[src/rtl/amiga_bus_decode_if.sv]
// CPU-side bus bundle for amiga_bus_decode: address/strobe inputs, per-region
// attribute straps, and the active-low select and termination outputs.
interface amiga_bus_decode_if #(
  parameter int DEC_BITS = 3,
  parameter int WAIT_W   = 4
);
  localparam int NREG = 2 ** DEC_BITS;

  logic [DEC_BITS-1:0]    A;
  logic                   _AS;
  logic                   _DBR;
  logic                   _OVR;
  logic                   OVL;
  logic                   XRDY;
  logic [NREG-1:0]        REGION_EN;
  logic [NREG*WAIT_W-1:0] REGION_WAIT;
  logic [NREG-1:0]        REGION_CHIP;
  logic [NREG-1:0]        REGION_EXT;
  logic [NREG-1:0]        REGION_VPA;

  logic [NREG-1:0]        _SEL;
  logic                   _DTACK;
  logic                   _VPA;
  logic                   _BERR;
  logic                   _BLS;

  modport master (
    output A, _AS, _DBR, _OVR, OVL, XRDY,
    output REGION_EN, REGION_WAIT, REGION_CHIP, REGION_EXT, REGION_VPA,
    input  _SEL, _DTACK, _VPA, _BERR, _BLS
  );

  modport slave (
    input  A, _AS, _DBR, _OVR, OVL, XRDY,
    input  REGION_EN, REGION_WAIT, REGION_CHIP, REGION_EXT, REGION_VPA,
    output _SEL, _DTACK, _VPA, _BERR, _BLS
  );
endinterface

[src/rtl/amiga_bus_decode.sv]
// amiga_bus_decode: clocked 68000 bus-cycle decoder. Maps the top address
// bits to one of NREG regions (with ROM overlay remap of region 0), inserts
// per-region wait states, stalls chip-bus regions during DMA, and terminates
// each cycle with _DTACK, _VPA or _BERR. A watchdog turns a WAIT that never
// completes into a bus error. All outputs are registered.
module amiga_bus_decode #(
  parameter int DEC_BITS = 3,
  parameter int WAIT_W   = 4,
  parameter int ROM_REG  = 7,
  parameter int TIMEOUT  = 64
) (
  input logic               C7M,
  input logic               _RESET,
  amiga_bus_decode_if.slave bus
);
  localparam int NREG = 2 ** DEC_BITS;
  localparam int TO_W = $clog2(TIMEOUT);

  typedef enum logic [2:0] {S_IDLE, S_WAIT, S_ACK, S_VPA, S_BERR} state_t;

  state_t              state_q;
  logic [WAIT_W-1:0]   wcnt_q;
  logic [TO_W-1:0]     tcnt_q;
  logic                chip_q;
  logic                ext_q;
  logic [NREG-1:0]     sel_q;
  logic                dtack_q;
  logic                vpa_q;
  logic                berr_q;
  logic                bls_q;

  logic                as_s;
  logic                dbr_s;
  logic                stall;
  logic [DEC_BITS-1:0] r_d;
  logic                en_d;
  logic                chip_d;
  logic                ext_d;
  logic                vpa_d;
  logic [WAIT_W-1:0]   wait_d;

  // Active-low one-hot select for region r.
  function automatic logic [NREG-1:0] sel_onehot_n(input logic [DEC_BITS-1:0] r);
    return ~(NREG'(1) << r);
  endfunction

  assign as_s  = ~bus._AS;
  assign dbr_s = ~bus._DBR;
  // Chip-bus regions freeze their wait count while DMA owns the bus.
  assign stall = chip_q & dbr_s;

  // Region index after overlay remap, and that region's attribute straps.
  always_comb begin
    r_d = bus.A;
    if (bus.OVL && (bus.A == '0)) r_d = DEC_BITS'(ROM_REG);
    en_d   = bus.REGION_EN[r_d];
    chip_d = bus.REGION_CHIP[r_d];
    ext_d  = bus.REGION_EXT[r_d];
    vpa_d  = bus.REGION_VPA[r_d];
    wait_d = bus.REGION_WAIT[r_d*WAIT_W +: WAIT_W];
  end

  // Bus-cycle FSM with registered select and termination outputs.
  always_ff @(posedge C7M or negedge _RESET) begin
    if (!_RESET) begin
      state_q <= S_IDLE;
      wcnt_q  <= '0;
      tcnt_q  <= '0;
      chip_q  <= 1'b0;
      ext_q   <= 1'b0;
      sel_q   <= '1;
      dtack_q <= 1'b1;
      vpa_q   <= 1'b1;
      berr_q  <= 1'b1;
      bls_q   <= 1'b1;
    end else if ((state_q != S_IDLE) && !as_s) begin
      // Strobe gone: end (or abort) the cycle and release everything.
      state_q <= S_IDLE;
      sel_q   <= '1;
      dtack_q <= 1'b1;
      vpa_q   <= 1'b1;
      berr_q  <= 1'b1;
      bls_q   <= 1'b1;
    end else begin
      case (state_q)
        S_IDLE: begin
          if (as_s && bus._OVR) begin
            chip_q <= chip_d;
            ext_q  <= ext_d;
            wcnt_q <= wait_d;
            tcnt_q <= '0;
            if (!en_d) begin
              state_q <= S_BERR;
              berr_q  <= 1'b0;
            end else if (vpa_d) begin
              state_q <= S_VPA;
              vpa_q   <= 1'b0;
              sel_q   <= sel_onehot_n(r_d);
            end else begin
              state_q <= S_WAIT;
              sel_q   <= sel_onehot_n(r_d);
              bls_q   <= ~chip_d;
            end
          end
        end
        S_WAIT: begin
          // Watchdog wins over a completion on the same edge.
          if (tcnt_q == TO_W'(TIMEOUT - 1)) begin
            state_q <= S_BERR;
            berr_q  <= 1'b0;
            sel_q   <= '1;
            bls_q   <= 1'b1;
          end else begin
            tcnt_q <= tcnt_q + TO_W'(1);
            if (!stall) begin
              if (wcnt_q != '0) begin
                wcnt_q <= wcnt_q - WAIT_W'(1);
              end else if (!ext_q || bus.XRDY) begin
                state_q <= S_ACK;
                dtack_q <= 1'b0;
              end
            end
          end
        end
        S_ACK: begin
          // External-ready regions drop DTACK while XRDY is low, without leaving ACK.
          dtack_q <= ext_q & ~bus.XRDY;
        end
        S_VPA: begin
          vpa_q <= 1'b0;
        end
        S_BERR: begin
          berr_q <= 1'b0;
        end
        default: begin
          state_q <= S_IDLE;
          sel_q   <= '1;
          dtack_q <= 1'b1;
          vpa_q   <= 1'b1;
          berr_q  <= 1'b1;
          bls_q   <= 1'b1;
        end
      endcase
    end
  end

  assign bus._SEL   = sel_q;
  assign bus._DTACK = dtack_q;
  assign bus._VPA   = vpa_q;
  assign bus._BERR  = berr_q;
  assign bus._BLS   = bls_q;
endmodule
[src/flat_wrapper.sv]
// flat-port wrapper written by rule: the top's interface ports become plain ports
module amiga_bus_decode_flat 
#(
  parameter int DEC_BITS = 3,
  parameter int WAIT_W   = 4,
  parameter int ROM_REG  = 7,
  parameter int TIMEOUT  = 64
)
  (C7M, _RESET, bus_A, bus__AS, bus__DBR, bus__OVR, bus_OVL, bus_XRDY, bus_REGION_EN, bus_REGION_WAIT, bus_REGION_CHIP, bus_REGION_EXT, bus_REGION_VPA, bus__SEL, bus__DTACK, bus__VPA, bus__BERR, bus__BLS);
  amiga_bus_decode_if #(.DEC_BITS(DEC_BITS), .WAIT_W(WAIT_W)) bus_i ();
  input logic C7M;
  input logic _RESET;
  input wire logic [$bits(bus_i.A)-1:0] bus_A;
  input wire logic [$bits(bus_i._AS)-1:0] bus__AS;
  input wire logic [$bits(bus_i._DBR)-1:0] bus__DBR;
  input wire logic [$bits(bus_i._OVR)-1:0] bus__OVR;
  input wire logic [$bits(bus_i.OVL)-1:0] bus_OVL;
  input wire logic [$bits(bus_i.XRDY)-1:0] bus_XRDY;
  input wire logic [$bits(bus_i.REGION_EN)-1:0] bus_REGION_EN;
  input wire logic [$bits(bus_i.REGION_WAIT)-1:0] bus_REGION_WAIT;
  input wire logic [$bits(bus_i.REGION_CHIP)-1:0] bus_REGION_CHIP;
  input wire logic [$bits(bus_i.REGION_EXT)-1:0] bus_REGION_EXT;
  input wire logic [$bits(bus_i.REGION_VPA)-1:0] bus_REGION_VPA;
  output wire logic [$bits(bus_i._SEL)-1:0] bus__SEL;
  output wire logic [$bits(bus_i._DTACK)-1:0] bus__DTACK;
  output wire logic [$bits(bus_i._VPA)-1:0] bus__VPA;
  output wire logic [$bits(bus_i._BERR)-1:0] bus__BERR;
  output wire logic [$bits(bus_i._BLS)-1:0] bus__BLS;
  assign bus_i.A = bus_A;
  assign bus_i._AS = bus__AS;
  assign bus_i._DBR = bus__DBR;
  assign bus_i._OVR = bus__OVR;
  assign bus_i.OVL = bus_OVL;
  assign bus_i.XRDY = bus_XRDY;
  assign bus_i.REGION_EN = bus_REGION_EN;
  assign bus_i.REGION_WAIT = bus_REGION_WAIT;
  assign bus_i.REGION_CHIP = bus_REGION_CHIP;
  assign bus_i.REGION_EXT = bus_REGION_EXT;
  assign bus_i.REGION_VPA = bus_REGION_VPA;
  assign bus__SEL = bus_i._SEL;
  assign bus__DTACK = bus_i._DTACK;
  assign bus__VPA = bus_i._VPA;
  assign bus__BERR = bus_i._BERR;
  assign bus__BLS = bus_i._BLS;
  amiga_bus_decode #(.DEC_BITS(DEC_BITS), .WAIT_W(WAIT_W), .ROM_REG(ROM_REG), .TIMEOUT(TIMEOUT)) u_core (.C7M(C7M), ._RESET(_RESET), .bus(bus_i));
endmodule
[config.mk]
export PLATFORM = sky130hd
export DESIGN_NAME = amiga_bus_decode_flat
export DESIGN_NICKNAME = d
export VERILOG_FILES = /design/src/rtl/amiga_bus_decode_if.sv /design/src/rtl/amiga_bus_decode.sv /design/src/flat_wrapper.sv
export SDC_FILE = /design/constraint.sdc
export NUM_CORES = 1
export LEC_CHECK = 0
export CAP_MARGIN = 20
export CELL_PAD_IN_SITES_DETAIL_PLACEMENT = 1
export CELL_PAD_IN_SITES_GLOBAL_PLACEMENT = 2
export CORE_ASPECT_RATIO = 0.5
export CORE_MARGIN = 2
export CORE_UTILIZATION = 27
export CTS_CLUSTER_SIZE = 25
export DETAILED_ROUTE_END_ITERATION = 8
export PLACE_DENSITY_LB_ADDON = 0.1
export SYNTH_ARGS = -nofsm -noshare
export SYNTH_HDL_FRONTEND = slang
export SYNTH_SLANG_ARGS = --single-unit
[constraint.sdc]
create_clock -name C7M -period 4.5 [get_ports C7M]
set_clock_uncertainty 0.2 [all_clocks]
set_input_delay 0.9 -clock C7M [delete_from_list [all_inputs] [get_ports C7M]]
set_output_delay 0.9 -clock C7M [all_outputs]
set_load 0.02 [all_outputs]
* Word-level counts from Yosys, hierarchy flattened
Cells that the tools add are included.
Operators by class: shift operators 2, eq/ne operators 26, add/subtract/negate cells 2, bitwise operators 8, muxes and demuxes 53, $lt $le $gt $ge 1, reductions and logical operators 23
Operator list (number):
- two-way mux 8 bit | 4
- indexed part select 32 x 6 -> 4 bit | 1
- two-way mux 3 bit | 8
- one-hot mux 8 bit (3 select lines) | 1
- two-way mux 1 bit | 22
- two-way mux 4 bit | 4
- AND reduction 4 bit | 4
- != test 3 x 1 -> 1 bit (second input constant) | 5
- AND reduction 5 bit | 3
- binary-select mux 1 bit (select 3 bit) | 4
- two-way mux 6 bit | 2
- != test 2 x 1 -> 1 bit (second input constant) | 6
- one-hot mux 6 bit (2 select lines) | 1
- != test 3 bit (second input constant) | 3
- one-hot mux 1 bit (3 select lines) | 3
- one-hot mux 3 bit (3 select lines) | 1
- OR reduction 3 bit | 3
- NOT 8 bit | 1
- one-hot mux 4 bit (2 select lines) | 1
- << shifter 1 x 3 -> 8 bit (first input constant) | 1
- adder 6 x 1 -> 6 bit (second input constant) | 1
- equality test 3 x 2 -> 1 bit (second input constant) | 2
- equality test 6 bit (second input constant) | 1
- zero test 3 bit | 2
- 22 further kinds | 31
Storage, ports and cells: register bits 27, bits of input ports 74

* Longest topological paths before layout
word-level depth 11, mapped depth 10, depth with buffers taken out 8

* Worst setup path before layout
OpenSTA, ideal clock, no wires.
path type in2reg, start point in bus_A[0], end point reg u_core.sel_q[7], in the netlist u_core.bus._SEL[7], arrival time 2.264 ns, slack 1.951 ns, stages 8, required time 4.215 ns, path buffers 3, cell sequence buf_2 -> buf_6 -> nor2_2 -> o211ai_1 -> a32oi_1 -> a211o_1 -> buf_4 -> mux2_1
On the way: longest elaborated chain between the ends 9, elaborated cells on any way between the ends 13, classes of those cells 1 x eq/ne; 1 x shift; 7 x mux; 1 x bitwise; 3 x reduce/logical
RTL lines:
- start, declared | RTL line flat_wrapper.sv:13 | input wire logic [$bits(bus_i.A)-1:0] bus_A;
- zero test 3 bit | RTL line amiga_bus_decode.sv:55 | if (bus.OVL && (bus.A == '0)) r_d = DEC_BITS'(ROM_REG);
- logical AND 1 bit | RTL line amiga_bus_decode.sv:55
- two-way mux 3 bit * | RTL line amiga_bus_decode.sv:55
- parallel branches: the longest is 6 deep, another holds AND reduction 4 bit
- end signal, assigned | RTL line amiga_bus_decode.sv:98 | sel_q <= sel_onehot_n(r_d);
- end signal, assigned | RTL line amiga_bus_decode.sv:101 | sel_q <= sel_onehot_n(r_d);
- end, declared | RTL line amiga_bus_decode.sv:26 | logic [NREG-1:0] sel_q;
Every way passes the cells marked *. The select of a mux whose other input is x is not followed. A chain may end at the register's enable or synchronous reset.

* Worst setup path in the final report
start point in bus_OVL, end point reg u_core.sel_q[7], in the netlist u_core.bus._SEL[7]
On the way: longest elaborated chain between the ends 8, elaborated cells on any way between the ends 12, classes of those cells 1 x eq/ne; 1 x shift; 7 x mux; 1 x bitwise; 2 x reduce/logical
RTL lines:
- start, declared | RTL line flat_wrapper.sv:17 | input wire logic [$bits(bus_i.OVL)-1:0] bus_OVL;
- logical AND 1 bit * | RTL line amiga_bus_decode.sv:55
- two-way mux 3 bit * | RTL line amiga_bus_decode.sv:55
- parallel branches: the longest is 6 deep, another holds AND reduction 4 bit
Marked as above.

==> flow_summary.ini <==
[drt]
ant_nets = 0
routed_wirelength_um = 7600
drc = 0
vias = 2330
drt_iter0_drc = 161
wl_per_cell_um = 16.9
first_pass_iters = 4
viasPerCell = 5.18

[synth]
avgSynthCellArea_um2 = 8.50
yosysWarnings = 0
syn-num-nets = 341
ys_seq_elements = 27
synth-main-ff-cell = dfrtp_1
netlist_instances = 265
synth_cell_type_count = 64
async_reset_ff_share_pct = 100
synth_edf_count = 0
yosysSeqAreaShare_pct = 30.7
synth.cell_area_um2 = 2250

[sta]
slew_headroom_pct = 52.3
report.final.slew_viol_count = 0
finalSetupViolCount = 0
worst_slack_ns = 1.03
hold_viol_final = 0
layout_worst_path_cycle_share_pct = 77.1
rsz0062_at_grt = no
tightest_slew_ns = 0.713
timing.fmax_ghz = 0.288
fin_crit_ns = 3.47
fin_setup_tns_ns = 0

[layout]
num_antenna_cells = 0
post-route-cell-area_um2 = 3240
final_common_cell = clkdlybuf4s50_1
post_route_cells_drive_above_1_share_pct = 11.2
fin_cells = 450
area_growth_pct = 44.1
final_cell_mix = clkdlybuf4s50_1 (85), o21ai_0 (25), nor2_1 (20)
fin_nets = 415

[power_and_ir_drop]
total_leakage_power_nw = 1.27
p_per_area_nw_per_um2 = 456
power.total_mw = 1.48
ir_drop_v = 0.000160

[die]
die_x_um = 133
die_area_um2 = 9130
ioPinCount = 86
core_area_um2 = 8060
start_util_pct = 28.0
placementRows = 23
die_h_um = 68.6

[placement]
placedCellCount = 446
place_area_um2 = 3160
post-place-ws_ns = 0.733
place_congestion = 0.758
io_buffer_count = 85
dp_hpwl_um = 6030

[setup_path]
reg2reg_slack_ns = 1.90
required_ns = 4.49
worstSetupEndpointType = flop
critical_path_class = in2reg
start_kind = input pin
r2r-end = u_core.bus._SEL[7]$_DFFE_PN1P_
worst-r2r-cell-count = 4
rr_startpoint = u_core.state_q[1]$_DFFE_PN0P_
arrival_ns = 3.46
crit_fanout = 17

[global_route]
overflow = 0
antenna_found_initial = 0
grt_pass1_wl_um = 12400
track_usage_pct = 17.1
grt_start_max_net_pins = 29
grt_pass1_vias = 2449

[clock_network]
cts_setup_buffers = 0
clock-sinks = 27
cts_resized = 0
clk_latency_ns = 0.26
hold_buffers = 0
clkSlewWorstSetupHoldPaths_ns = 0.07
tritoncts = built
cts_root_buffer = clkbuf_16
clockBufferDepth = 2
htree_levels = 1
numCtsBuffers = 3

[min_path]
min_path_cells = 2
hold_path_class = reg2reg
min_to = u_core.ext_q$_DFFE_PN0P_
hp-start = u_core.ext_q$_DFFE_PN0P_

[outcome]
status = completed

[flow_run]
cap_viol_max_count = 0
## cell usage after synthesis (all sizes together), types with 2 or more instances
| master | number | area [um^2] |
|---|---|---|
| a211o | 2 | 17.5 |
| a211oi | 2 | 15.0 |
| a21o | 7 | 52.6 |
| a21oi | 19 | 95.1 |
| a22oi | 2 | 15.0 |
| a31oi | 10 | 62.6 |
| and2 | 2 | 12.5 |
| buf | 13 | 82.6 |
| clkbuf | 7 | 26.3 |
| dfrtp | 15 | 375 |
| dfstp | 12 | 315 |
| ha | 2 | 25.0 |
| inv | 16 | 60.1 |
| mux2 | 4 | 45.0 |
| mux2i | 9 | 90.1 |
| mux4 | 5 | 113 |
| nand2 | 14 | 52.6 |
| nand2b | 4 | 25.0 |
| nand3 | 7 | 40.0 |
| nand3b | 2 | 15.0 |
| nor2 | 22 | 87.6 |
| nor2b | 6 | 37.5 |
| nor3 | 5 | 25.0 |
| nor3b | 5 | 42.5 |
| nor4b | 2 | 32.5 |
| o211ai | 3 | 22.5 |
| o21ai | 29 | 145 |
| o21bai | 3 | 26.3 |
| o22a | 2 | 17.5 |
| o22ai | 3 | 18.8 |
| o2bb2ai | 3 | 26.3 |
| o31ai | 2 | 15.0 |
| o32ai | 2 | 17.5 |
| or2 | 6 | 37.5 |
## routing by layer
layer	share of wire [%]	GRT usage, %	vias up
li1	-	-	1131
met1	51	24.1	1133
met2	44	28.4	60
met3	3.9	2.70	6
met4	0.74	2.66	0
met5	0	0	-
## worst max-delay path by stage
| stage | start | slack [ns] | end |
|---|---|---|---|
| after floorplan | bus_A[0] | 1.95 | u_core.bus._SEL[7]$_DFFE_PN1P_ |
| after global placement | bus_OVL | 0.85 | u_core.bus._SEL[7]$_DFFE_PN1P_ |
| after detailed placement | bus_OVL | 0.73 | u_core.bus._SEL[7]$_DFFE_PN1P_ |
| after CTS | bus_OVL | 1.02 | u_core.bus._SEL[7]$_DFFE_PN1P_ |
| after global routing | bus_OVL | 0.84 | u_core.bus._SEL[7]$_DFFE_PN1P_ |
| final | bus_OVL | 1.03 | u_core.bus._SEL[7]$_DFFE_PN1P_ |
## cells by family (layout without fill, tap and decap cells)
kind of cell | after synthesis | after routing | share of synthesized area [%]
and+or+nand+nor | 80 | 80 | 20.0
muxes | 18 | 18 | 11.0
buffers and inverters | 36 | 109 | 7.50
AOI/OAI and AO/OA | 102 | 102 | 29.7
adders and majority gates | 2 | 2 | 1.11
DFF | 27 | 27 | 30.7
## per-stage QoR
| stage | util [%] | hold WS [ns] |
|---|---|---|
| 5_1_grt | 40.3 | 0.323 |
| 6_report | 40.3 | 0.294 |
| 3_3_place_gp | 39.3 | 0.263 |
| 3_5_place_dp | 39.3 | 0.280 |
| 4_1_cts | 40.3 | 0.296 |
| 2_1_floorplan | - | 0.251 |
## power breakdown
group          internal (mW)  switching (mW)  total (mW)
Clock                  0.120          0.0876       0.208
Combinational          0.376           0.426       0.802
Sequential             0.383          0.0852       0.468
Total                  0.879           0.599        1.48
## critical path, stage by stage
cell	delay [ns]
clkdlybuf4s50_1	0.84
nor2_1	0.13
a221o_1	0.31
a32oi_1	0.37
a211o_1	0.53
mux2_1	0.37
## flip-flops by register name (all words and copies together), names as in the netlist
name	flops
u_core.tcnt_q	6
u_core.chip_q	1
u_core.bus._BLS	1
u_core.ext_q	1
u_core.wcnt_q	4
u_core.bus._SEL	8
u_core.bus._VPA	1
u_core.state_q	3
u_core.bus._DTACK	1
u_core.bus._BERR	1
## area by class of cell
class | instances | area (um^2)
Clock buffer | 3 | 75.1
Clock inverter | 1 | 5.00
Fill cell | 936 | 4810
Inverter | 16 | 60.1
Multi-Input combinational cell | 202 | 1390
Sequential cell | 27 | 691
Tap cell | 112 | 140
Timing Repair Buffer | 89 | 881
Note: power is estimated with default switching activity, not from simulation.
